### src/rtl/led_pattern_gen.sv
// LED pattern generator for a reaction game: random target, clear chase, fail blink.
// All outputs are registered one cycle after the inputs they depend on; there is no backpressure.
module led_pattern_gen #(
  parameter int LED_W       = 8,
  parameter int BLINK_TICKS = 2,
  localparam int SEL_W      = $clog2(LED_W)
) (
  input  logic             i_Clk,
  input  logic             i_Rst,
  input  logic             i_Start,
  input  logic             i_Tick,
  input  logic [2:0]       i_State,
  input  logic [SEL_W-1:0] i_Random,
  output logic [LED_W-1:0] o_Led,
  output logic [SEL_W-1:0] o_LedIdx,
  output logic             o_NewTarget
);

  localparam int CNT_W = (BLINK_TICKS > 1) ? $clog2(BLINK_TICKS) : 1;
  localparam logic [CNT_W-1:0] CNT_LAST = CNT_W'(BLINK_TICKS - 1);

  localparam logic [2:0] ST_IDLE  = 3'd0;
  localparam logic [2:0] ST_START = 3'd1;
  localparam logic [2:0] ST_CLEAR = 3'd2;
  localparam logic [2:0] ST_FAIL  = 3'd3;

  logic [LED_W-1:0] r_Led;
  logic [SEL_W-1:0] r_LedIdx;
  logic             r_NewTarget;
  logic [2:0]       r_PrevState;
  logic [CNT_W-1:0] r_BlinkCnt;

  logic             w_Entry;
  logic [SEL_W-1:0] w_Cand;
  logic [LED_W-1:0] w_RandHot;
  logic [LED_W-1:0] w_CandHot;
  logic [LED_W-1:0] w_LedNxt;
  logic [SEL_W-1:0] w_IdxNxt;
  logic             w_NewNxt;
  logic [CNT_W-1:0] w_CntNxt;

  assign w_Entry   = (i_State != r_PrevState);
  // No-repeat rule: a repeat of the current target moves one LED on, wrapping naturally.
  assign w_Cand    = (i_Random == r_LedIdx) ? (i_Random + SEL_W'(1)) : i_Random;
  assign w_RandHot = LED_W'(1) << i_Random;
  assign w_CandHot = LED_W'(1) << w_Cand;

  always_comb begin
    w_LedNxt = r_Led;
    w_IdxNxt = r_LedIdx;
    w_NewNxt = 1'b0;
    w_CntNxt = r_BlinkCnt;
    case (i_State)
      ST_IDLE: begin
        if (i_Start) begin
          w_LedNxt = w_RandHot;
          w_IdxNxt = i_Random;
          w_NewNxt = 1'b1;
        end else begin
          w_LedNxt = '0;
        end
      end
      ST_START: begin
        if (!w_Entry && i_Tick) begin
          w_LedNxt = w_CandHot;
          w_IdxNxt = w_Cand;
          w_NewNxt = 1'b1;
        end
      end
      ST_CLEAR: begin
        if (w_Entry) begin
          w_LedNxt = LED_W'(1);
          w_IdxNxt = '0;
        end else if (i_Tick) begin
          w_LedNxt = {r_Led[LED_W-2:0], r_Led[LED_W-1]};
          w_IdxNxt = r_LedIdx + SEL_W'(1);
        end
      end
      ST_FAIL: begin
        if (w_Entry) begin
          w_LedNxt = '1;
          w_CntNxt = '0;
        end else if (i_Tick) begin
          if (r_BlinkCnt == CNT_LAST) begin
            w_LedNxt = ~r_Led;
            w_CntNxt = '0;
          end else begin
            w_CntNxt = r_BlinkCnt + CNT_W'(1);
          end
        end
      end
      default: begin
        w_LedNxt = '0;
      end
    endcase
  end

  always_ff @(posedge i_Clk or negedge i_Rst) begin
    if (!i_Rst) begin
      r_Led       <= '0;
      r_LedIdx    <= '0;
      r_NewTarget <= 1'b0;
      r_PrevState <= '0;
      r_BlinkCnt  <= '0;
    end else begin
      r_Led       <= w_LedNxt;
      r_LedIdx    <= w_IdxNxt;
      r_NewTarget <= w_NewNxt;
      r_PrevState <= i_State;
      r_BlinkCnt  <= w_CntNxt;
    end
  end

  assign o_Led       = r_Led;
  assign o_LedIdx    = r_LedIdx;
  assign o_NewTarget = r_NewTarget;

endmodule

### config.mk
export PLATFORM = sky130hd
export DESIGN_NAME = led_pattern_gen
export DESIGN_NICKNAME = d
export VERILOG_FILES = /design/src/rtl/led_pattern_gen.sv
export SDC_FILE = /design/constraint.sdc
export NUM_CORES = 1
export LEC_CHECK = 0
export CORE_MARGIN = 2
export CORE_UTILIZATION = 57
export CTS_CLUSTER_SIZE = 28
export DETAILED_ROUTE_END_ITERATION = 10
export PLACE_DENSITY = 0.84
export SYNTH_ARGS = -nofsm -noshare
export SYNTH_HDL_FRONTEND = slang
export SYNTH_SLANG_ARGS = --single-unit
### constraint.sdc
create_clock -name i_Clk -period 4.4 [get_ports i_Clk]
set_input_delay 0.88 -clock i_Clk [delete_from_list [all_inputs] [get_ports i_Clk]]
set_output_delay 0.88 -clock i_Clk [all_outputs]
set_load 0.1 [all_outputs]
==> results.md <==
* H-Tree Depth at 1
* Status: finished, final reports clean
* Post-Route Setup TNS at 0 ns
* Post-CTS sizing at 0
* Final hold violation count at 0
* Yosys top cell by area: dfrtp_1
* Post-synth top flop: dfrtp_1
* Largest net degree at the start of global routing at 17
* Routed met3 length at 151 um
* Final net count at 192
* Post-Synthesis Cells at 159
* Most Frequent Cell on Critical Path: or3b_1
* Vias in the first global route at 1188
* FF+latch area at 400 um^2
* Unique cell type count in the Yosys netlist at 45
* Inserted Diodes at 0
* Async SR Flop Fraction at 100%
* CP required at 4.60 ns
* I/O pin count at 22
* CTS tree: done
* Drt initial violations at 45
* CTS root buf: clkbuf_4
* Yosys reg bits at 16
* Clk sink count at 16
* Worst Skew at 0.00698 ns
* Netlist Area Pre-Place at 1340 um^2
* Via count at 1293
* Post-CTS Setup Bufs at 0
* First-pass GRT wire length at 5230 um
* Final core utilization at 71.5%
* Peak supply drop at 0.347 mV
* Port Buffer Count at 21
* Drt total wl at 3140 um
* Clock Pin Slew Worst Setup and Hold Paths at 0.10 ns
* Critical path fanouts, max at 13
* Die X at 52.6 um
* Die Ht at 52.6 um
* Area of the multi-input gates at 875 um^2
* Synth top area share at 29.8%
* Tightest Pin Transition at 1.27 ns
* Layout fillers at 178
* Worst slew margin at 15.0%
* TritonRoute pass-1 iters at 4
* Grt ovf at 0
* Worst path bufs/invs at 2
* Synth Area per Inst at 8.45 um^2
* Final slew viol count at 0
* MaxCap Viol Count at 0
* Power density cells at 339 nW/um^2
* RSZ-0062 raised after global routing: no
* # setup viols final at 0
* TritonCTS Buffers at 3
* CP max-delay cell: clkdlybuf4s50_1
* Initial antenna violation count at 0
* Wire length on met2 at 1540 um
* Post-CTS Hold Buffers at 0
* Crit-path max cell delay at 0.73 ns
* Cell family with most CP delay: simple AND/OR/NAND/NOR gates
* Clock Latency Late Sink at 0.28 ns
* Drt drc at 0
* Post-synthesis sequential area ratio at 29.8%
* Crit Path Class: input port to register
* Met1 WL at 1440 um
* Placement Setup Slack at 0.697 ns
* Final min period at 3.42 ns
* Final weighted congestion in routability-driven placement at 0.882
* Area delta synth->final at 17.8%
* Syn_nets at 176
* Post-synth EDFFs at 0
* Ys Warns at 0
* Top area cells in the synthesized netlist: dfrtp_1 30%, ha_1 6.5%, nor2_1 3.9%, a211oi_1 3.4%, a221oi_1 3.3%
* DRT antenna net count at 0
* Hold crit path type: register to register
* Hpwl dp at 2400 um
* Element type at the critical path end: register
* Vias/cell at 6.40
* Layout cells sized above 1 at 6.90%
* GRT Total Usage at 24.9%
* Arr. time, crit path at 3.62 ns
* Rows at 17
* Routed WL per cell at 15.5 um
* Period utilization at 77.6%
* Total core area at 2210 um^2
* Worst Setup Start Kind: input port
* Max Buffers Root-to-Sink at 2
* Die footprint at 2760 um^2
* Crit-path cells: clkdlybuf4s50_1, inv_1, ha_1, or3b_1, or4_1, o211ai_2, or3b_1, a31oi_2
* Post-layout worst setup margin at 0.985 ns
* Initial Util at 60.7%
* Top layer in use: met4
* Max Freq at 293 MHz
* P_leak at 0.639 nW
[metal layers]
metal	track usage (%)	vias up
li1	-	642
met1	32.9	611
met2	41.9	38
met3	2.29	2
met4	8.97	0
met5	0	-
[logic make-up (layout without fill, tap and decap cells)]
family	Yosys count	count (layout)	share of synthesized area (%)
simple gates	66	66	27.8
compound gates	45	45	24.6
flops	16	16	29.8
buf+inv	16	31	5.12
fa+ha+maj	7	7	6.52
xor+xnor	7	7	4.56
mux	2	2	1.58
[layout by cell type, fill, tap and decap left out, types with 4 or more instances in the layout]
| cell type | n |
|---|---|
| clkdlybuf4s50_1 | 21 |
| dfrtp_1 | 16 |
| nor2_1 | 14 |
| nand2_1 | 10 |
| nor4_1 | 7 |
| a21oi_1 | 7 |
| a31oi_1 | 7 |
| ha_1 | 7 |
| a211oi_1 | 6 |
| o21ai_0 | 6 |
| inv_1 | 5 |
| nand3b_1 | 5 |
| a221oi_1 | 5 |
| nand3_1 | 4 |
| xor2_1 | 4 |
| nor3_1 | 4 |
| nor2b_1 | 4 |
[path summary, 6_finish.rpt]
check | from | endpoint | slack [ns] | cells after the start
max | i_Random[1] | o_Led[3] | 0.98 | 8
min in group asynchronous | i_Rst | o_Led[7] | 1.01 | 1
max reg2reg | r_PrevState[1] | o_Led[5] | 2.05 | 4
max in group asynchronous | i_Rst | o_Led[5] | 2.94 | 1
min reg2reg | r_BlinkCnt | r_BlinkCnt | 0.50 | 1
min | r_BlinkCnt | r_BlinkCnt | 0.50 | 1
[synth_stat cells (2+ instances only)]
| master | n |
|---|---|
| dfrtp_1 | 16 |
| nor2_1 | 14 |
| nand2_1 | 10 |
| a21oi_1 | 7 |
| a31oi_1 | 7 |
| ha_1 | 7 |
| nor4_1 | 7 |
| a211oi_1 | 6 |
| buf_2 | 6 |
| o21ai_0 | 6 |
| a221oi_1 | 5 |
| inv_1 | 5 |
| nand3b_1 | 5 |
| clkbuf_1 | 4 |
| nand3_1 | 4 |
| nor2b_1 | 4 |
| nor3_1 | 4 |
| xor2_1 | 4 |
| and3_1 | 3 |
| or3_1 | 3 |
| xnor2_1 | 3 |
| a222oi_1 | 2 |
| a311o_1 | 2 |
| and4b_1 | 2 |
| or3b_1 | 2 |
| or3b_2 | 2 |
[power by group]
group | switching (mW) | leakage (nW) | internal [mW] | total [mW]
combinational | 0.182 | 0.416 | 0.0712 | 0.253
clock | 0.0455 | 0.0210 | 0.0503 | 0.0959
sequential | 0.0248 | 0.202 | 0.163 | 0.188
[metrics by stage]
step / area (um^2) / power [mW] / std cells / hold WS [ns]
final: 1580 / 0.536 / 202 / 0.500
after global routing: 1580 / 0.566 / 202 / 0.543
after CTS: 1580 / 0.538 / 202 / 0.499
after detailed placement: 1550 / 0.442 / 198 / 0.485
after global placement: 1550 / 0.437 / 198 / 0.471
after floorplan: 1340 / 0.380 / 159 / 0.444
[worst register-to-register path: cells and delay by family (launching register included)]
kind | cells | cell delay [ns]
xor gates and xnor gates | 1 | 0.16
AOI/OAI and AO/OA | 2 | 1.25
DFF | 1 | 0.43
and+or+nand+nor | 1 | 0.32
[state kept, by name, indices dropped and copies added, names as in the netlist]
name	cells
r_PrevState	3
o_LedIdx	3
o_Led	8
r_BlinkCnt	1
o_NewTarget	1
[layout make-up]
| cell class | instances | share of cell area, % |
|---|---|---|
| clock buffer | 4 | 2.29 |
| inverter | 5 | 1.19 |
| multi-input combinational | 127 | 55.3 |
| sequential | 16 | 25.3 |
| tap | 28 | 2.21 |
| timing repair buffer | 22 | 13.8 |
Power figures use the tool's default switching activity.
